**config.mk**
```make
export PLATFORM = sky130hd
export DESIGN_NAME = bus_master_port
export DESIGN_NICKNAME = d
export VERILOG_FILES = /design/src/rtl/bus_master_port.sv
export SDC_FILE = /design/constraint.sdc
export NUM_CORES = 1
export LEC_CHECK = 0
export CORE_MARGIN = 3
export CORE_UTILIZATION = 44
export DETAILED_ROUTE_END_ITERATION = 8
export HOLD_SLACK_MARGIN = 0.02
export PLACE_DENSITY = 0.74
export SLEW_MARGIN = 20
export SYNTH_ARGS = -nofsm -noshare
export SYNTH_HDL_FRONTEND = slang
export SYNTH_SLANG_ARGS = --single-unit
```
**constraint.sdc**
```tcl
create_clock -name clk -period 2.4 [get_ports clk]
set_input_delay 0.48 -clock clk [delete_from_list [all_inputs] [get_ports clk]]
set_output_delay 0.48 -clock clk [all_outputs]
set_load 0.01 [all_outputs]
```
**src/rtl/bus_master_port.sv**
```systemverilog
// Master-side bus front end: queues burst commands, requests the arbiter and drives the bus for a whole burst.
// Optional stall-abort logic is compiled in when the BUS_TIMEOUT_EN macro is defined.
module bus_master_port #(
    parameter int AW      = 8,
    parameter int DW      = 8,
    parameter int LENW    = 4,
    parameter int DEPTH   = 4,
    parameter int TIMEOUT = 15
) (
    input  logic            clk,
    input  logic            rst_n,
    input  logic            cmd_valid,
    output logic            cmd_ready,
    input  logic [AW-1:0]   cmd_addr,
    input  logic            cmd_we,
    input  logic [LENW-1:0] cmd_len,
    output logic            wr_pop,
    input  logic [DW-1:0]   wr_data,
    output logic            rd_valid,
    output logic [DW-1:0]   rd_data,
    output logic            request,
    input  logic            grant,
    output logic            bus_valid,
    output logic [AW-1:0]   bus_addr,
    output logic            bus_we,
    output logic [DW-1:0]   bus_wdata,
    input  logic            bus_ready,
    input  logic [DW-1:0]   bus_rdata,
    output logic            busy,
    output logic            err
);

    localparam int PW = $clog2(DEPTH);
    localparam int CW = AW + 1 + LENW;

    typedef enum logic [1:0] {IDLE, REQ, XFER, RELEASE} state_t;

    logic [CW-1:0]   r_mem [DEPTH];
    logic [PW:0]     r_wrPtr;
    logic [PW:0]     r_rdPtr;
    state_t          r_state;
    logic [AW-1:0]   r_base;
    logic            r_we;
    logic [LENW-1:0] r_len;
    logic [LENW-1:0] r_beat;
    logic            r_request;
    logic            r_rdValid;
    logic [DW-1:0]   r_rdData;

    logic w_empty;
    logic w_full;
    logic w_push;
    logic w_pop;
    logic w_busValid;
    logic w_beatDone;
    logic w_lastBeat;

    // Pointers carry one extra wrap bit so full and empty are distinguishable.
    assign w_empty    = (r_wrPtr == r_rdPtr);
    assign w_full     = (r_wrPtr[PW] != r_rdPtr[PW]) && (r_wrPtr[PW-1:0] == r_rdPtr[PW-1:0]);
    assign w_push     = cmd_valid && !w_full;
    assign w_pop      = (r_state == IDLE) && !w_empty;
    assign w_busValid = (r_state == XFER) && grant;
    assign w_beatDone = w_busValid && bus_ready;
    assign w_lastBeat = (r_beat == r_len);

    always_ff @(posedge clk) begin
        if (w_push)
            r_mem[r_wrPtr[PW-1:0]] <= {cmd_addr, cmd_we, cmd_len};
    end

    always_ff @(posedge clk or negedge rst_n) begin
        if (!rst_n) begin
            r_wrPtr <= '0;
            r_rdPtr <= '0;
        end else begin
            if (w_push)
                r_wrPtr <= r_wrPtr + 1'b1;
            if (w_pop)
                r_rdPtr <= r_rdPtr + 1'b1;
        end
    end

`ifdef BUS_TIMEOUT_EN
    localparam int SW = $clog2(TIMEOUT + 1);

    logic [SW-1:0] r_stall;
    logic          r_err;
    logic          w_stallHit;

    assign w_stallHit = w_busValid && !bus_ready && (r_stall == SW'(TIMEOUT - 1));
    assign err        = r_err;

    always_ff @(posedge clk or negedge rst_n) begin
        if (!rst_n) begin
            r_stall <= '0;
            r_err   <= 1'b0;
        end else begin
            if (r_state != XFER || w_beatDone)
                r_stall <= '0;
            else if (w_busValid)
                r_stall <= r_stall + 1'b1;
            if (w_stallHit)
                r_err <= 1'b1;
        end
    end
`else
    logic w_stallHit;

    assign w_stallHit = 1'b0;
    assign err        = 1'b0;
`endif

    always_ff @(posedge clk or negedge rst_n) begin
        if (!rst_n) begin
            r_state   <= IDLE;
            r_base    <= '0;
            r_we      <= 1'b0;
            r_len     <= '0;
            r_beat    <= '0;
            r_request <= 1'b0;
            r_rdValid <= 1'b0;
            r_rdData  <= '0;
        end else begin
            r_rdValid <= 1'b0;
            if (w_beatDone && !r_we) begin
                r_rdValid <= 1'b1;
                r_rdData  <= bus_rdata;
            end
            case (r_state)
                IDLE: begin
                    if (!w_empty) begin
                        {r_base, r_we, r_len} <= r_mem[r_rdPtr[PW-1:0]];
                        r_request <= 1'b1;
                        r_state   <= REQ;
                    end
                end
                REQ: begin
                    if (grant) begin
                        r_beat  <= '0;
                        r_state <= XFER;
                    end
                end
                XFER: begin
                    if (w_beatDone) begin
                        r_beat <= r_beat + 1'b1;
                        if (w_lastBeat) begin
                            r_request <= 1'b0;
                            r_state   <= RELEASE;
                        end
                    end else if (w_stallHit) begin
                        r_request <= 1'b0;
                        r_state   <= RELEASE;
                    end
                end
                RELEASE: begin
                    // Wait for the arbiter to drop grant so priority rotates before re-requesting.
                    if (!grant)
                        r_state <= IDLE;
                end
                default: r_state <= IDLE;
            endcase
        end
    end

    assign cmd_ready = !w_full;
    assign request   = r_request;
    assign bus_valid = w_busValid;
    assign bus_addr  = r_base + AW'(r_beat);
    assign bus_we    = r_we;
    assign bus_wdata = r_we ? wr_data : '0;
    assign wr_pop    = w_beatDone && r_we;
    assign rd_valid  = r_rdValid;
    assign rd_data   = r_rdData;
    assign busy      = (r_state != IDLE) || !w_empty;

endmodule

```
==> impl_metrics.json, run 1 <==
{
  "outcome": "complete, but fails checks",
  "violations": "setup timing",
  "r2r_cells": 8,
  "final_net_count": 372,
  "synthMostInstantiatedCell": "sky130_fd_sc_hd__edfxtp_1",
  "combinational_family_with_the_most_area_after_synthesis": "multiplexers",
  "via_count": 2169,
  "synth-warning-count": 0,
  "path_delay_family": "adder cells",
  "post_route_fraction_of_the_period_consumed_by_the_critical_path_pct": 103.8,
  "drv.max_cap_violation_count": 0,
  "globalplace.congestion": 0.7035,
  "postSynthNetCount": 281,
  "reg2reg_from": "r_state[0]",
  "dp.cells": 414,
  "ir_worst_vdd_uv": 396.7,
  "total_setup_violations_reported_at_the_end_of_the_flow": 3,
  "fraction_of_the_yosys_area_taken_by_sequential_cells_pct": 62.84,
  "maximum_number_of_pins_on_one_net_before_global_route_repair": 36,
  "grt_use_total_pct": 14.72,
  "row_count": 33,
  "worstPathMaxFanout": 2,
  "reg2reg_slack_ns": 0.55,
  "synth.area.mux_share_pct": 15.65,
  "synth_simple_gate_area_share_pct": 5.290,
  "unrepaired_setup_endpoints_after_global_routing": "yes",
  "grt_pass1_vias": 2307,
  "synth_xor_xnor_area_share_pct": 4.935,
  "critical_path.n_buffers_inverters": 1,
  "via_per_inst": 5.021,
  "hold_viol_final": 0,
  "tritoncts": "done",
  "setup_ws_ns": -0.09151,
  "post_route_cells_drive_above_1_share_pct": 31.50,
  "syn-mean-instance-area_um2": 16.79,
  "ioPinCount": 66,
  "yosys-top-cells-count": "52 x sky130_fd_sc_hd__edfxtp_1, 35 x sky130_fd_sc_hd__dfrtp_1, 15 x sky130_fd_sc_hd__ha_1, 15 x sky130_fd_sc_hd__mux2_2, 14 x sky130_fd_sc_hd__and2_1",
  "ys_dominant_reg_cell": "sky130_fd_sc_hd__edfxtp_1",
  "worst_skew_pair_latency_ns": 0.35,
  "design.die.area_um2": 9978,
  "h-tree-depth": 3,
  "leakagePower_nw": 2.002,
  "timing.final.max_slew_violations": 0,
  "avgRoutedWirePerCell_um": 15.96,
  "cp_max_delay_cell": "sky130_fd_sc_hd__dfrtp_1",
  "yosys.area_share.adder_pct": 5.355,
  "tritoncts.num_buffers": 9,
  "synthesis.area_um2": 3879,
  "detail-route-antenna-nets": 0,
  "detail_route.iter0.violations": 84,
  "worst_r2r_endpoint": "r_state[1]",
  "detailedRoute.firstPassIterationCount": 5,
  "min-delay-path-class": "register to register",
  "ys_top_cells_by_area": "sky130_fd_sc_hd__edfxtp_1 40%, sky130_fd_sc_hd__dfrtp_1 23%, sky130_fd_sc_hd__mux4_2 7.5%",
  "max_freq_mhz": 401.4,
  "post-synth-top-area-cell": "sky130_fd_sc_hd__edfxtp_1",
  "buffer_ports.inserted": 64,
  "grt-ovfl-total": 0,
  "synth_top_cell_area_share_pct": 40.26,
  "synthArstFlopShare_pct": 40.23,
  "n_antenna_cell": 0,
  "fp.coreArea_um2": 8382,
  "crit_path_start_kind": "register",
  "crit_path_cell_trace": "ha_2 > fa_2 > a21o_1 > a21oi_2 > nor2_2 > xor2_1 > buf_2",
  "post_cts_hold_buffer_count": 0,
  "layout.cells.non_filler": 432,
  "min_from": "rd_data[5]",
  "clock_sink_count": 87,
  "hpwlAfterDp_um": 4975,
  "finalCoreUtilization_pct": 59.71,
  "grt_pass1_wl_um": 11350,
  "worst_path_largest_cell_delay_ns": 0.40,
  "cts_root_buf": "sky130_fd_sc_hd__clkbuf_8",
  "whs_path_depth": 1,
  "cts_max_path_buffers": 2,
  "worstHoldEndpoint": "rd_data[5]",
  "starting_density_pct": 46.28,
  "syn-instance-count": 231,
  "layout_min_cycle_time_ns": 2.492,
  "drt_drc_violations_left": 0,
  "syn2layout_area_growth_pct": 29.03,
  "clkSlewWorstSetupHoldPaths_ns": 0.08,
  "die_height_um": 99.89,
  "worstPathArrival_ns": 2.01,
  "synth_enable_flop_cells": 52,
  "worst_ep_required_time_ns": 1.92,
  "skew_ns": 0.009402,
  "die_x_um": 99.89,
  "setup.worst_path.end_class": "output port",
  "critPathKind": "register to output port",
  "postRouteWirelength_um": 6895,
  "synth.lib_cells_used.distinct": 37,
  "power.density_nw_per_um2": 1269,
  "ys_ff_latch": 87,
  "grt_antenna_before_repair": 0,
  "synth-compound-area-share_pct": 3.645
}
layer usage:
| layer | GRT usage [%] | vias up | part of all wire [%] |
|---|---|---|---|
| li1 | - | 1032 | - |
| met1 | 17.70 | 1064 | 41 |
| met2 | 25.91 | 65 | 52 |
| met3 | 3.753 | 8 | 6.0 |
| met4 | 4.727 | 0 | 1.2 |
| met5 | 0 | - | 0 |
registers in the layout, indices dropped and copies added (netlist names):
register,flops
bus_we,1
r_wrPtr,3
r_mem,52
request,1
rd_valid,1
r_beat,4
r_base,8
r_len,4
r_rdPtr,3
rd_data,8
r_state,2
where the power goes:
part,switching [mW],internal (mW)
clock,0.515,0.485
sequential,0.320,2.10
combinational,1.31,1.62
worst register-to-register path: stages, from the launching register on:
cell and delay (ns):
sky130_fd_sc_hd__dfrtp_1 0.42, sky130_fd_sc_hd__inv_2 0.10, sky130_fd_sc_hd__ha_1 0.17, sky130_fd_sc_hd__inv_1 0.09, sky130_fd_sc_hd__nor2_1 0.14, sky130_fd_sc_hd__buf_4 0.13
sky130_fd_sc_hd__nand2_1 0.07, sky130_fd_sc_hd__a211o_1 0.34, sky130_fd_sc_hd__mux2_4 0.30
what timing repair did:
item,in CTS,in global routing
pin swaps,9,6
resized for setup,31,11
buffers inserted,1,1
setup endpoints to repair,9,8
cloned,0,0
worst max-delay path by stage:
stage	endpoint	slack (ns)	start	depth (start not counted)
2_1_floorplan	bus_addr[6]	0.21	r_beat[0]	6
3_3_place_gp	bus_addr[4]	-0.23	r_base[0]	7
3_5_place_dp	bus_addr[6]	-0.31	r_base[0]	7
4_1_cts	bus_addr[6]	-0.13	r_beat[0]	7
5_1_grt	bus_addr[6]	-0.20	r_base[0]	7
6_report	bus_addr[6]	-0.09	r_base[0]	7
final cells by class:
class	count	area, um^2
clock buffers	9	123.9
clock inverters	7	70.07
fillers	657	3377
inverters	8	30.03
multi-input cells	128	1414
flip-flops and latches	87	2441
well taps	105	131.4
repair buffers	88	794.5
stage by stage:
step / power (mW) / worst slack [ns] / cell area [um^2] / hold slack (ns) / setup TNS (ns)
after global placement: 5.289 / -0.2314 / 4761 / 0.4890 / -0.6407
after CTS: 6.407 / -0.1283 / 4976 / 0.5123 / -0.2680
after floorplan: 4.236 / 0.2124 / 3879 / 0.1844 / 0
after detailed placement: 5.400 / -0.3071 / 4761 / 0.4939 / -0.8909
final: 6.350 / -0.09151 / 5005 / 0.5054 / -0.2147
after global routing: 6.762 / -0.2034 / 5005 / 0.5173 / -0.5414
placed cells by master (no fill, tap or decap), types with 4 or more instances in the layout:
cell and count:
sky130_fd_sc_hd__mux2_2 15, sky130_fd_sc_hd__buf_2 4, sky130_fd_sc_hd__mux2_4 9, sky130_fd_sc_hd__buf_4 24, sky130_fd_sc_hd__dfrtp_1 32, sky130_fd_sc_hd__and2_1 14, sky130_fd_sc_hd__xor2_1 9, sky130_fd_sc_hd__ha_1 13
sky130_fd_sc_hd__clkdlybuf4s50_1 55, sky130_fd_sc_hd__clkbuf_8 9, sky130_fd_sc_hd__inv_1 6, sky130_fd_sc_hd__nand2_1 8, sky130_fd_sc_hd__mux4_2 13, sky130_fd_sc_hd__edfxtp_1 52, sky130_fd_sc_hd__o21ai_0 6, sky130_fd_sc_hd__xnor2_1 5
logic make-up (layout without fill, tap and decap cells):
family	Yosys count	after routing
AOI/OAI and AO/OA	20	20
xor gates and xnor gates	18	18
adders and majority gates	16	16
buffers and inverters	16	112
DFF	87	87
muxes	38	38
other	1	1
and+or+nand+nor	35	35
Power figures use the tool's default switching activity.
==> run 2: changes to the inputs <==
--- a/config.mk
+++ b/config.mk
@@ -6,10 +6,10 @@
 export NUM_CORES = 1
 export LEC_CHECK = 0
 export CORE_MARGIN = 3
-export CORE_UTILIZATION = 44
+export CORE_UTILIZATION = 40
 export DETAILED_ROUTE_END_ITERATION = 8
 export HOLD_SLACK_MARGIN = 0.02
-export PLACE_DENSITY = 0.74
+export PLACE_DENSITY = 0.69
 export SLEW_MARGIN = 20
 export SYNTH_ARGS = -nofsm -noshare
 export SYNTH_HDL_FRONTEND = slang
==> run 2 against run 1 <==
Against the previous run: the run still ends with setup timing left; sequential share of layout area decreased by 0.51 points; non-clock buffer count increased by 1; global-route usage decreased by 0.88 points; worst hold slack improved by 0.0069 ns; clock power increased by 10%; first-iteration DRC count decreased by 13%; critical path depth unchanged; clock skew decreased by 0.0035 ns; setup slack got worse by 0.0025 ns; via count increased by 0.97%; critical path type unchanged.
==> impl_metrics.json, run 2 (synthesis gave the netlist of run 1 again) <==
{
  "cts_max_path_buffers": 2,
  "grt_pass1_wl_um": 11820,
  "grt_pass1_vias": 2350,
  "worstPathMaxFanout": 2,
  "globalplace.congestion": 0.7582,
  "max_freq_mhz": 401.0,
  "detailroute.wirelength.met2_um": 3485,
  "drv.max_cap_violation_count": 0,
  "grt-ovfl-total": 0,
  "fp.coreArea_um2": 9328,
  "post_cts_hold_buffer_count": 0,
  "cp_max_delay_cell": "sky130_fd_sc_hd__dfrtp_1",
  "grt_antenna_before_repair": 0,
  "final_net_count": 373,
  "total_setup_violations_reported_at_the_end_of_the_flow": 4,
  "cts_root_buf": "sky130_fd_sc_hd__clkbuf_8",
  "via_count": 2190,
  "worstPathArrival_ns": 2.01,
  "die_height_um": 104.5,
  "detail-route-antenna-nets": 0,
  "worst_skew_pair_latency_ns": 0.34,
  "hpwlAfterDp_um": 4876,
  "layout_min_cycle_time_ns": 2.494,
  "outcome": "complete, but fails checks",
  "total_power_mw": 6.437,
  "finalCoreUtilization_pct": 54.19,
  "crit_path_cell_trace": "ha_2 > fa_2 > a21o_1 > a21oi_2 > buf_4 > xnor2_2 > buf_2",
  "n_antenna_cell": 0,
  "grt_use_total_pct": 13.84,
  "ioPinCount": 66,
  "timing.final.max_slew_violations": 0,
  "syn2layout_area_growth_pct": 30.32,
  "routedLengthMet1_um": 2997,
  "unrepaired_setup_endpoints_after_global_routing": "yes",
  "routed.top_layer": "met4",
  "violations": "setup timing",
  "detail_route.iter0.violations": 73,
  "power.density_nw_per_um2": 1273,
  "clock_sink_count": 87,
  "setup_ws_ns": -0.09403,
  "hold_viol_final": 0,
  "min-delay-path-class": "register to register",
  "skew_ns": 0.005896,
  "starting_density_pct": 41.58,
  "row_count": 35,
  "setup.worst_path.end_class": "output port",
  "worst_ep_required_time_ns": 1.92,
  "dpl-instance-area_um2": 4783,
  "buffer_ports.inserted": 64,
  "maximum_number_of_pins_on_one_net_before_global_route_repair": 36,
  "post_route_fraction_of_the_period_consumed_by_the_critical_path_pct": 103.9,
  "layout.cells.most_common_list": "54 x sky130_fd_sc_hd__clkdlybuf4s50_1, 52 x sky130_fd_sc_hd__edfxtp_1, 33 x sky130_fd_sc_hd__dfrtp_1",
  "avgRoutedWirePerCell_um": 15.40,
  "largest_register_ff_count": 52,
  "h-tree-depth": 3,
  "tritoncts.num_buffers": 9,
  "worst_path_largest_cell_delay_ns": 0.39,
  "detailedRoute.firstPassIterationCount": 4,
  "tritoncts": "done",
  "crit_path_start_kind": "register",
  "met3_wirelength_um": 430,
  "final_cell_area_um2": 5055,
  "critPathKind": "register to output port",
  "leading_cell_type_in_the_layout_fill_and_taps_excluded": "sky130_fd_sc_hd__clkdlybuf4s50_1",
  "design.die.area_um2": 10910,
  "via_per_inst": 4.792,
  "drt_drc_violations_left": 0,
  "leakagePower_nw": 2.008,
  "clkSlewWorstSetupHoldPaths_ns": 0.09,
  "post_route_cells_drive_above_1_share_pct": 31.71,
  "postRouteWirelength_um": 7040,
  "die_x_um": 104.5,
  "ir_worst_vdd_uv": 406.2
}
## run 2: path summary, 6_finish.rpt
path                            cells past startpoint  slack (ns)     endpoint       start
worst max-delay path                                7       -0.09  bus_addr[4]   r_beat[0]
min in group asynchronous                           2        0.54   r_state[1]       rst_n
worst min-delay path                                1        0.51   rd_data[6]  rd_data[6]
worst max register to register                      6        0.54   r_state[1]   r_beat[1]
max in group asynchronous                           2        1.52   r_wrPtr[0]       rst_n
worst min register to register                      1        0.51   rd_data[6]  rd_data[6]
## run 2: through the flow
step                hold WS [ns]  TNS, ns  worst slack (ns)  cells
floorplan                 0.1844        0            0.2124    231
global placement          0.4875  -0.6251           -0.2438    437
detailed placement        0.4954  -0.8445           -0.3171    437
CTS                       0.5157  -0.2690           -0.1280    454
global route              0.5419  -0.7434           -0.2137    457
finish                    0.5123  -0.2534          -0.09403    457
## run 2: critical path, delay by kind of cell, from the launching register on
| family | cells | cell delay, ns |
|---|---|---|
| adder cells (fa/ha/maj) | 2 | 0.54 |
| flip-flops | 1 | 0.39 |
| AO/OA/AOI/OAI | 2 | 0.34 |
| buffers and inverters | 2 | 0.28 |
| XOR/XNOR | 1 | 0.10 |
## run 2: timing repair
item | CTS | global route
resized for setup | 30 | 14
setup endpoints to repair | 9 | 9
pin swaps | 8 | 4
buffers inserted | 1 | 3
## run 2: final cells by class
type	count	area [um^2]
clock buffer	9	123.9
clock inverter	7	95.09
fill	781	4273
inverter	8	30.03
multi-input combinational	128	1404
sequential	87	2440
tap	129	161.4
timing repair buffer	89	800.8
## run 2: power breakdown
group	internal, mW	leakage (nW)	switching, mW
logic	1.63	1.01	1.31
registers	2.10	0.895	0.300
clock network	0.587	0.106	0.511
## run 2: metal layers
metal	up-vias	GRT usage, %
li1	1032	-
met1	1078	16.47
met2	67	23.34
met3	13	4.035
met4	0	5.983
met5	-	0
